`config.mk`:
```
export PLATFORM = sky130hd
export DESIGN_NAME = fetch_unit
export DESIGN_NICKNAME = d
export VERILOG_FILES = /design/src/rtl/fetch_unit.sv
export SDC_FILE = /design/constraint.sdc
export NUM_CORES = 1
export LEC_CHECK = 0
export CAP_MARGIN = 20
export CORE_MARGIN = 1
export CORE_UTILIZATION = 35
export CTS_CLUSTER_DIAMETER = 200
export CTS_CLUSTER_SIZE = 28
export DETAILED_ROUTE_END_ITERATION = 16
export PLACE_DENSITY_LB_ADDON = 0.3
export SLEW_MARGIN = 30
export SYNTH_ARGS = -nofsm -noshare
export SYNTH_HDL_FRONTEND = slang
export SYNTH_SLANG_ARGS = --single-unit
```
`constraint.sdc`:
```
create_clock -name clk -period 1.9 [get_ports clk]
set_input_delay 0.38 -clock clk [delete_from_list [all_inputs] [get_ports clk]]
set_output_delay 0.38 -clock clk [all_outputs]
set_load 0.05 [all_outputs]
```
`src/rtl/fetch_unit.sv`:
```
// Instruction-fetch front end: owns the PC, drives the instruction memory, buffers fetched words for decode.
// Optional FETCH_STATS_EN adds fetched/stall event counters.
module fetch_unit #(
    parameter logic [31:0] RESET_PC = 32'h0000_0000,
    parameter int          DEPTH    = 2
) (
    input  logic        clk,
    input  logic        rst_n,
    output logic [31:0] imem_addr,
    input  logic [31:0] imem_instr,
    input  logic        redirect_valid,
    input  logic [31:0] redirect_pc,
    output logic        out_valid,
    input  logic        out_ready,
    output logic [31:0] out_pc,
    output logic [31:0] out_instr,
    output logic        misalign_err
`ifdef FETCH_STATS_EN
    ,
    output logic [31:0] stat_fetched,
    output logic [31:0] stat_stall
`endif
);

    localparam int               PTR_W = $clog2(DEPTH);
    localparam int               CNT_W = PTR_W + 1;
    localparam logic [CNT_W-1:0] FULL  = CNT_W'(DEPTH);
    localparam logic [31:0]      NOP   = 32'h0000_0013;

    logic [31:0]      fetch_pc;
    logic [PTR_W-1:0] rd_ptr;
    logic [PTR_W-1:0] wr_ptr;
    logic [CNT_W-1:0] count;
    logic [31:0]      q_pc    [DEPTH];
    logic [31:0]      q_instr [DEPTH];
    logic             pop;
    logic             push;

    assign out_valid = (count != '0);
    assign pop       = out_valid && out_ready;
    // A full queue can still accept a word when the head leaves in the same cycle.
    assign push      = !redirect_valid && ((count < FULL) || pop);

    assign imem_addr = fetch_pc;
    assign out_pc    = q_pc[rd_ptr];
    assign out_instr = q_instr[rd_ptr];

    always_ff @(posedge clk or negedge rst_n) begin
        if (!rst_n) begin
            fetch_pc     <= RESET_PC;
            rd_ptr       <= '0;
            wr_ptr       <= '0;
            count        <= '0;
            misalign_err <= 1'b0;
        end else begin
            misalign_err <= redirect_valid && (redirect_pc[1:0] != 2'b00);
            if (redirect_valid) begin
                // Flush: any entry popped this cycle is considered consumed.
                fetch_pc <= {redirect_pc[31:2], 2'b00};
                rd_ptr   <= '0;
                wr_ptr   <= '0;
                count    <= '0;
            end else begin
                if (push) begin
                    fetch_pc <= fetch_pc + 32'd4;
                    wr_ptr   <= wr_ptr + PTR_W'(1);
                end
                if (pop) begin
                    rd_ptr <= rd_ptr + PTR_W'(1);
                end
                case ({push, pop})
                    2'b10:   count <= count + CNT_W'(1);
                    2'b01:   count <= count - CNT_W'(1);
                    default: count <= count;
                endcase
            end
        end
    end

    always_ff @(posedge clk or negedge rst_n) begin
        if (!rst_n) begin
            for (int i = 0; i < DEPTH; i++) begin
                q_pc[i]    <= '0;
                q_instr[i] <= NOP;
            end
        end else if (push) begin
            q_pc[wr_ptr]    <= fetch_pc;
            q_instr[wr_ptr] <= imem_instr;
        end
    end

`ifdef FETCH_STATS_EN
    always_ff @(posedge clk or negedge rst_n) begin
        if (!rst_n) begin
            stat_fetched <= '0;
            stat_stall   <= '0;
        end else begin
            if (push) begin
                stat_fetched <= stat_fetched + 32'd1;
            end
            if ((count == FULL) && !pop && !redirect_valid) begin
                stat_stall <= stat_stall + 32'd1;
            end
        end
    end
`endif

endmodule

```
==> results_dict.tcl <==
set metrics [dict create \
    syn-cell-area_sq_mm 0.00737 \
    tritoncts_num_sinks 159 \
    timing.reg2reg.worst_path_depth 6 \
    grt_first_pass_wirelength_um 31700 \
    cts_buffers 17 \
    timing.critical_path.slowest_cell_delay_ns 0.45 \
    hold_path_class "primary input to async pin" \
    num_rows 52 \
    io_buffer_count 161 \
    clkLatencyLatePin_ns 0.43 \
    grt_setup_unrepaired "true" \
    grt_max_degree 48 \
    route.final.wire_length_um 20500 \
    place.gp.congestion 0.827 \
    antenna_cells 0 \
    cts_tree "yes" \
    worstReg2RegStart "imem_addr[3]" \
    final.setup.tns_ns -8.16 \
    grt_use_total_pct 18.9 \
    worst-r2r-setup-slack_ns 0.10 \
    synth-seq-cells 159 \
    clock_skew_ns 0.00961 \
    drt.antenna.violating_nets 0 \
    finalHoldViolCount 0 \
    mostFrequentLayoutCell "sky130_fd_sc_hd__mux2_2" \
    cap_viol_max_count 0 \
    irDropWorstVdd_mv 0.636 \
    grt_met2_usage_pct 31.8 \
    fill_cells 1704 \
    run_status "finished with violations" \
    critical_path_arrival_ns 1.68 \
    relSlewSlack_pct 66.6 \
    setup_violations_final 62 \
    layout.cells.most_common_list "sky130_fd_sc_hd__mux2_2 (139), sky130_fd_sc_hd__dfrtp_1 (133), sky130_fd_sc_hd__buf_4 (83), sky130_fd_sc_hd__clkdlybuf4s50_1 (66), sky130_fd_sc_hd__mux2_4 (46)" \
    wl_per_cell_um 19.1 \
    failed_checks "setup timing" \
    seq_area_frac_synth_pct 54.1 \
    synth_largest_type_area_fraction_pct 51.9 \
    cts-htree-levels 4 \
    chipWidth_um 147 \
    ios 166 \
    grt.met3_usage_pct 4.66 \
    die_height_um 147 \
    timing.critical_path.cells "buf_12 > clkbuf_16 > mux2_4 > buf_6" \
    r2r_end "imem_addr[24]" \
    combined_area_of_the_multi_input_logic_cells_sq_mm 0.00339 \
    grt_overflow_total 0 \
    die_area_sq_mm 0.0216 \
    worst_slack_setup_final_ns -0.155 \
    worst_hold_check_slack_ns 0.469 \
    finalCritPeriodShare_pct 108 \
    grt.busiest_layer "met2" \
    antenna_found_initial 0 \
    synthDistinctLibCells 41 \
    floorplan.initialDensity_pct 36.1 \
    final_period_minus_worst_setup_slack_ns 2.06 \
    hpwl_um 13500 \
    synth_area_leaders "sky130_fd_sc_hd__dfrtp_1 (52%), sky130_fd_sc_hd__mux2_2 (28%), sky130_fd_sc_hd__dfstp_2 (2.1%)" \
    post_dp_cell_area_sq_mm 0.00946 \
    drc_errors 0 \
    cpMaxStageDelayCell "sky130_fd_sc_hd__dfrtp_2" \
    synth-async-reset-ratio_pct 100 \
    detail_route.vias_per_cell 5.14 \
    endpoint_class_of_the_critical_path "output port" \
    synth_enable_flop_cells 0 \
    synth_cells 573 \
    cts-root-buf "sky130_fd_sc_hd__clkbuf_16" \
    critPathRequiredTime_ns 1.52 \
    core_region_area_sq_mm 0.0204 \
    start_kind "flip-flop" \
    timing.fmax_mhz 487 \
    drt_first_pass_iters 4 \
    area.sequential_sq_mm 0.00401 \
    final_area_sq_mm 0.0109 \
    timing_worst_slew_pin_value_ns 0.501 \
    final_layout_size_suffix_gt1_share_pct 52.0 \
    p_per_area_mw_per_mm2 1230 \
    path_clk_slew_ns 0.07 \
    synthToLayoutAreaGrowth_pct 48.2 \
    grt_pass1_vias 5902 \
    grtUsageMet1_pct 23.8 \
    routed-via-count 5508 \
    synth-main-ff-cell "sky130_fd_sc_hd__dfrtp_1" \
    setup.worst_path.class "flip-flop to output port" \
    first_iter_violations 218 \
    synth_top_area_cell "sky130_fd_sc_hd__dfrtp_1" \
    ys.warnings.count 0 \
    syn_area_per_cell_sq_um 12.9 \
    final_max_slew_viol_count 0 \
    worstPathMaxFanout 5 \
    cts.path.max_buffers 2 \
    power.static_leakage_uw 0.00462 \
    fin_nets 858 \
]
## cells by family (layout without fill, tap and decap cells)
kind of cell    after synthesis  after routing  synth area share (%)
fa+ha+maj                     1              1                 0.170
compound gates               52             52                  4.52
flops                       159            159                  54.1
mux                         186            186                  28.4
buf+inv                      44            270                  2.73
simple gates                119            119                  8.74
xor+xnor                     11             11                  1.31
other cells                   1              4                0.0509
## routing by layer
metal | vias up | share of wire [%]
met5 | - | 0
met4 | 0 | 1.7
met3 | 21 | 5.5
met2 | 169 | 50
met1 | 2794 | 43
li1 | 2524 | -
## report_power, final
group          switching [uW]  internal (uW)
clock network            1470           1950
logic                    2840           2530
registers                 456           4170
## sequential cells by signal, indices dropped and copies added, names as in the netlist
name	cells
count	2
imem_addr	30
misalign_err	1
q_instr	64
q_pc	60
rd_ptr	1
wr_ptr	1
## cells in the mapped netlist, drive strengths merged (2+ instances only)
library cell  instances
nor2                 27
o31ai                16
nand2b                2
mux2                185
xnor2                 8
or4                  16
o21ai                13
a21oi                 2
xor2                  3
nand2                22
clkbuf               13
dfstp                 6
and4                  2
nand4                 7
and3                  7
buf                  27
nor2b                 2
a31oi                18
inv                   4
nor3                  6
nand3                18
nor4                  2
nand4b                2
dfrtp               153
## worst max-delay path by stage
stage | from | endpoint | slack (ns) | depth (start not counted)
floorplan | imem_addr[5] | imem_addr[31] | -0.06 | 5
global placement | out_ready | imem_addr[13] | -0.26 | 6
detailed placement | out_ready | imem_addr[13] | -0.26 | 6
CTS | rd_ptr | out_pc[7] | -0.19 | 4
global route | rd_ptr | out_instr[19] | -0.20 | 4
finish | rd_ptr | out_instr[19] | -0.16 | 4
## critical path, delay by kind of cell, from the launching register on
kind / cells / cell delay, ns
buf+inv: 3 / 0.48
mux: 1 / 0.31
flops: 1 / 0.45
## layout make-up
cell class                      instances  area share [%]
Multi-Input combinational cell        373            31.1
Sequential cell                       159            36.7
Timing Repair Buffer                  234            23.6
Clock buffer                           17            3.89
Tap cell                              270            3.09
Inverter                                4           0.137
Clock inverter                         15            1.48
## stage by stage
step	setup slack [ns]	total power (uW)	cells	util [%]
finish	-0.155	13400	1072	53.5
global route	-0.204	14000	1072	53.5
floorplan	-0.0606	7660	576	-
detailed placement	-0.260	9140	1021	46.3
CTS	-0.193	13000	1060	51.2
global placement	-0.265	8990	1021	46.3
## what timing repair did
item | in CTS | in global routing
gates cloned | 3 | 5
gates resized for setup | 74 | 83
hold buffers | 1 | 0
setup endpoints to repair | 63 | 68
endpoints found under the hold margin | 35 | 0
pin swaps | 0 | 1
setup buffers | 3 | 7
Note: power is estimated with default switching activity, not from simulation.
